===== src/rtl/sram_arbiter.sv =====
// Two-port arbiter for a 32-bit asynchronous SRAM built from two 16-bit chips.
// Every access walks IDLE -> SETUP -> STROBE (WAIT_CYCLES) -> DONE and returns one ack pulse.
module sram_arbiter #(
   parameter int WAIT_CYCLES = 1,
   parameter bit FAIR        = 1'b1
) (
   input  logic        clk,
   input  logic        reset_n,
   input  logic        m0_req,
   input  logic        m0_we,
   input  logic [17:0] m0_addr,
   input  logic [3:0]  m0_be,
   input  logic [31:0] m0_wdata,
   output logic        m0_ack,
   output logic [31:0] m0_rdata,
   input  logic        m1_req,
   input  logic        m1_we,
   input  logic [17:0] m1_addr,
   input  logic [3:0]  m1_be,
   input  logic [31:0] m1_wdata,
   output logic        m1_ack,
   output logic [31:0] m1_rdata,
   output logic [17:0] ram_addr,
   input  logic [31:0] ram_data_read,
   output logic [31:0] ram_data_write,
   output logic        ram_data_is_output,
   output logic [1:0]  ram_ce_n,
   output logic [1:0]  ram_ub_n,
   output logic [1:0]  ram_lb_n,
   output logic        ram_we_n,
   output logic        ram_oe_n
);
   typedef enum logic [1:0] {IDLE, SETUP, STROBE, DONE} state_t;

   state_t      state_reg, state_next;
   logic [3:0]  cnt_reg, cnt_next;
   logic        grant_reg, grant_next;
   logic        we_reg;
   logic [17:0] addr_reg;
   logic [3:0]  be_reg;
   logic [31:0] wdata_reg;
   logic [31:0] rdata0_reg, rdata1_reg;
   logic        take;
   logic        active;
   logic        last_strobe;
   logic        sel_we;
   logic [17:0] sel_addr;
   logic [3:0]  sel_be;
   logic [31:0] sel_wdata;

   // grant_reg doubles as "last granted port"; it resets to 1 so port 0 wins first.
   always_comb begin
      state_next = state_reg;
      cnt_next   = cnt_reg;
      grant_next = grant_reg;
      take       = 1'b0;
      case (state_reg)
         IDLE: begin
            if (m0_req || m1_req) begin
               take       = 1'b1;
               state_next = SETUP;
               if (m0_req && m1_req)
                  grant_next = FAIR ? ~grant_reg : 1'b0;
               else
                  grant_next = m1_req;
            end
         end
         SETUP: begin
            state_next = STROBE;
            cnt_next   = 4'(WAIT_CYCLES - 1);
         end
         STROBE: begin
            if (cnt_reg == 4'd0)
               state_next = DONE;
            else
               cnt_next = cnt_reg - 4'd1;
         end
         DONE: begin
            state_next = IDLE;
         end
         default: begin
            state_next = IDLE;
         end
      endcase
   end

   assign sel_we      = grant_next ? m1_we    : m0_we;
   assign sel_addr    = grant_next ? m1_addr  : m0_addr;
   assign sel_be      = grant_next ? m1_be    : m0_be;
   assign sel_wdata   = grant_next ? m1_wdata : m0_wdata;
   assign last_strobe = (state_reg == STROBE) && (cnt_reg == 4'd0);

   always_ff @(posedge clk or negedge reset_n) begin
      if (!reset_n) begin
         state_reg  <= IDLE;
         cnt_reg    <= '0;
         grant_reg  <= 1'b1;
         we_reg     <= 1'b0;
         addr_reg   <= '0;
         be_reg     <= '0;
         wdata_reg  <= '0;
         rdata0_reg <= '0;
         rdata1_reg <= '0;
      end else begin
         state_reg <= state_next;
         cnt_reg   <= cnt_next;
         grant_reg <= grant_next;
         if (take) begin
            we_reg    <= sel_we;
            addr_reg  <= sel_addr;
            be_reg    <= sel_be;
            wdata_reg <= sel_wdata;
         end
         // Read data is sampled on the edge that closes the strobe window.
         if (last_strobe && !we_reg) begin
            if (grant_reg)
               rdata1_reg <= ram_data_read;
            else
               rdata0_reg <= ram_data_read;
         end
      end
   end

   assign active = (state_reg != IDLE);

   for (genvar gi = 0; gi < 2; gi++) begin : g_chip
      assign ram_ce_n[gi] = ~(active && (be_reg[2*gi] || be_reg[2*gi+1]));
      assign ram_ub_n[gi] = ~(active && be_reg[2*gi+1]);
      assign ram_lb_n[gi] = ~(active && be_reg[2*gi]);
   end

   assign ram_addr           = addr_reg;
   assign ram_data_write     = wdata_reg;
   assign ram_data_is_output = active && we_reg;
   assign ram_we_n           = ~((state_reg == STROBE) && we_reg && (|be_reg));
   assign ram_oe_n           = ~(((state_reg == SETUP) || (state_reg == STROBE)) && !we_reg);

   assign m0_ack   = (state_reg == DONE) && !grant_reg;
   assign m1_ack   = (state_reg == DONE) && grant_reg;
   assign m0_rdata = rdata0_reg;
   assign m1_rdata = rdata1_reg;
endmodule


===== config.mk =====
export PLATFORM = sky130hd
export DESIGN_NAME = sram_arbiter
export DESIGN_NICKNAME = d
export VERILOG_FILES = /design/src/rtl/sram_arbiter.sv
export SDC_FILE = /design/constraint.sdc
export NUM_CORES = 1
export LEC_CHECK = 0
export CAP_MARGIN = 0
export CORE_ASPECT_RATIO = 0.9
export CORE_MARGIN = 1.5
export CORE_UTILIZATION = 46
export DETAILED_ROUTE_END_ITERATION = 6
export GPL_TIMING_DRIVEN = 1
export HOLD_SLACK_MARGIN = 0.03
export PLACE_DENSITY = 0.87
export RECOVER_POWER = 100
export SETUP_SLACK_MARGIN = 0.2
export SLEW_MARGIN = 20
export SYNTH_ARGS = -nofsm -noshare
export SYNTH_HDL_FRONTEND = slang
export SYNTH_SLANG_ARGS = --single-unit

===== constraint.sdc =====
create_clock -name clk -period 4.7 [get_ports clk]
set_clock_uncertainty 0.05 [all_clocks]
set_input_delay 0.705 -clock clk [delete_from_list [all_inputs] [get_ports clk]]
set_output_delay 0.705 -clock clk [all_outputs]
set_load 0.02 [all_outputs]

==> summary by stage <==
CTS
The tree built by TritonCTS fans out to 126 sinks. The longest clock path from root to sink contains 2 buffers. The post-CTS clock slew at the launch and capture registers of the worst setup and hold paths is 50 ps. The level count of the clock H-tree is 4.

TritonCTS built the clock tree. The CTS root buffer is clkbuf_16. In this run, post-CTS hold repair placed 0 buffers.

Counting the buffers created by CTS gives 17. For the worst-skew pair, the clock arrives at the later sink with an insertion delay of 420 ps. The number of setup buffers added after CTS is 0. After clock tree synthesis, the repair step resized 0 gates.

Yosys
The combined area of all synthesized cells is 6040 µm². Yosys printed 0 warnings. The mean instance size in the synthesized netlist is 11.6 µm². The number of distinct library cells after synthesis is 31. The total nets after synthesis is 674. Counting every instance in the synthesized netlist gives 522. In this run, synthesis produced a sequential element count of 126. The share of the Yosys chip area taken by registers is 0.522.

GRT
The met3 usage in global routing is 0.0943. In this run the most used layer during global routing was met2. The total congestion overflow is 0. The global-route wire length before repair is 30400 µm. For this run, global-route usage on met2 was measured as 0.482. In the global route stage, met1 resource usage came out at 0.345. The initial antenna violation count was 0. The aggregate global-route resource usage is 0.289.

The via count of the first global-routing pass is 5629. Entering global routing, the biggest net connects 64 pins.

Drt
The first-pass iteration count of the detailed router is 5. Dividing the detail-routed via count by the number of cells gives 6.02. The routed wire length is 19600 µm.

The detailed router finished its first iteration with 561 violations. The routed layout has 5630 vias. Dividing the detail-routed wire length by the instance count gives 21.0 µm. The number of routed nets with antenna violations is 0. In the routed design, unresolved DRC markers number 0.

Power and ir drop
The portion of total power attributed to combinational logic is 0.484. Of the total power, the share spent switching nets is 0.405. In this run the static leakage power is 3.85 nW. Cell internal power was estimated by the tool at 3.86 mW. For this design the ratio of total power to cell area is 699 nW/µm². Of the total power, the clock network draws 0.216. Across the VDD grid, the largest voltage drop is 352 µV. The share of total power dissipated in sequential elements is 0.300. The switching power is 2.62 mW.

Floorplanning
The full die area is 13800 µm². The horizontal die dimension is 124 µm. The die is 112 µm tall. The number of top-level pins is 271. The core region is 12700 µm². For this configuration, the core starts out at a cell density of 0.475. After floorplanning, the core was divided into 39 placement rows.

Worst setup path
The setup slack of the worst register-to-register path is 1320 ps. The number of buffer and inverter instances along the worst setup path is 3. The largest fanout on the critical path is 58.

The longest individual stage delay on the worst path is 1180 ps. The largest individual stage delay along the critical path comes from the cell inv_1. The worst setup path is captured at a flip-flop.

The family of cells with the greatest summed delay on the critical path is buffers and inverters. The kind of start point of the critical path is an input port. The critical path data arrival time is 3900 ps.

The start-to-end type of the worst setup path is input port to flip-flop. The required time reported for the critical path endpoint is 4950 ps. Walking the worst path, the cells encountered are buf_2, clkbuf_2, inv_1, a32oi_1, mux2_2.

STA
The final worst-path setup slack is 1050 ps. Summed over all failing endpoints, the final setup total negative slack is 0 ps. The count of pins over their slew limit is 131. Setup repair after global routing left no endpoint under its margin. The post-route minimum period is 3650 ps.

The worst slew slack as a fraction of its limit is -0.467. The final cycle utilization of the critical path is 0.777. For this run, the top clock speed supported by timing is 0.274 GHz. The final number of setup-violating endpoints is 0. The slew at the pin closest to its max-slew limit is 2200 ps. The total count of hold-check failures in the final report is 0.

Place
Before CTS, the worst setup slack after placement is 1840 ps. After legalization and detailed placement, the total HPWL measured 13200 µm. The number of buffer cells added on primary ports is 270. The placer's final routability congestion estimate is 0.895.

Hold path
In this run the worst hold path is classified as flip-flop to flip-flop.

Finish
The share of post-route cells with drive strength above 1 is 0.0960. The net total in the final layout is 910. In the layout the commonest cells are 143 x clkdlybuf4s50_1, 125 x dfrtp_1, 124 x dlygate4sd3_1. The library cell used most frequently in the layout, excluding fill and tap cells, is clkdlybuf4s50_1. The signed area change from the synthesized netlist to the final layout is 53.3%. The repair_antennas step left the layout with diodes totalling 0. Once layout is complete, the utilization of the core stands at 0.728.

Status
The run finished, with violations left. The checks that failed: max-capacitance violations, max-slew violations.

Run
Across the run, the number of max-cap violations was 3.
[worst min-delay path, cell delays in order (launching register included)]
cell and delay (ps):
dfrtp_1 330, nand2_1 50, nand3_1 60
[per-layer routing]
metal	vias up	share of wire
li1	2498	-
met1	2710	0.38
met2	365	0.49
met3	57	0.10
met4	0	0.035
met5	-	0
[cell usage after synthesis, drive strengths merged]
cell type,n,share of area
inv,8,0.0050
nand2,59,0.037
o2111ai,110,0.16
mux2i,2,0.0033
or3,1,0.0010
ha,6,0.012
dfstp,1,0.0043
a31oi,1,0.0010
o21ai,1,0.00083
nor2b,4,0.0041
or3b,1,0.0019
nor4,1,0.0021
o22a,1,0.0014
o211ai,1,0.0012
o31ai,1,0.0012
clkbuf,50,0.031
and2,3,0.0031
o22ai,1,0.0010
mux2,65,0.14
a32oi,1,0.0014
a21oi,2,0.0017
buf,12,0.012
dfrtp,125,0.52
nand3,56,0.046
nand2b,7,0.0072
or4,2,0.0025
[final timing paths]
kind / startpoint / endpoint / depth (start not counted)
max: m0_req / state_reg[1]$_DFFE_PN0P_ / 5
min: ram_data_write[3]$_DFFE_PN0P_ / ram_data_write[3]$_DFFE_PN0P_ / 2
max reg2reg: cnt_reg[0]$_DFFE_PN0P_ / m0_rdata[4]$_DFFE_PN0P_ / 6
min reg2reg: ram_data_write[3]$_DFFE_PN0P_ / ram_data_write[3]$_DFFE_PN0P_ / 2
max in group asynchronous: reset_n / ram_addr[17]$_DFFE_PN0P_ / 2
min in group asynchronous: reset_n / ram_addr[9]$_DFFE_PN0P_ / 1
[power groups by stage]
stage	combinational [mW]	sequential [mW]	clock, mW
after global placement	3.38	1.94	0
after detailed placement	3.48	1.98	0
after floorplan	1.34	2.50	0
after CTS	3.51	1.98	1.42
after global routing	3.36	2.01	1.47
final	3.14	1.94	1.40
[cell families after synthesis]
logic type               after synthesis  share of synthesized area
adder cells (fa/ha/maj)                6                     0.0124
buffers and inverters                 70                     0.0484
AO/OA/AOI/OAI                        119                      0.169
multiplexers                          67                      0.143
AND/OR/NAND/NOR                      134                      0.105
flip-flops                           126                      0.522
[through the flow]
stage                     hold WS, ps  cell area [µm²]  instances  power, mW
final                             421             9270        935       6.48
after global placement            413             8780        903       5.33
after global routing              455             9270        935       6.83
after detailed placement          418             8780        903       5.46
after floorplan                   359             6040        522       3.84
after CTS                         216             9410        935       6.91
[layout make-up]
| cell class | instances | area, µm² |
|---|---|---|
| inverters | 8 | 30.0 |
| multi-input cells | 326 | 2500 |
| repair buffers | 279 | 2740 |
| flip-flops and latches | 126 | 3150 |
| clock inverters | 13 | 188 |
| clock buffers | 19 | 443 |
| fillers | 859 | 3470 |
| well taps | 164 | 205 |
(Power assumes the default switching activity.)
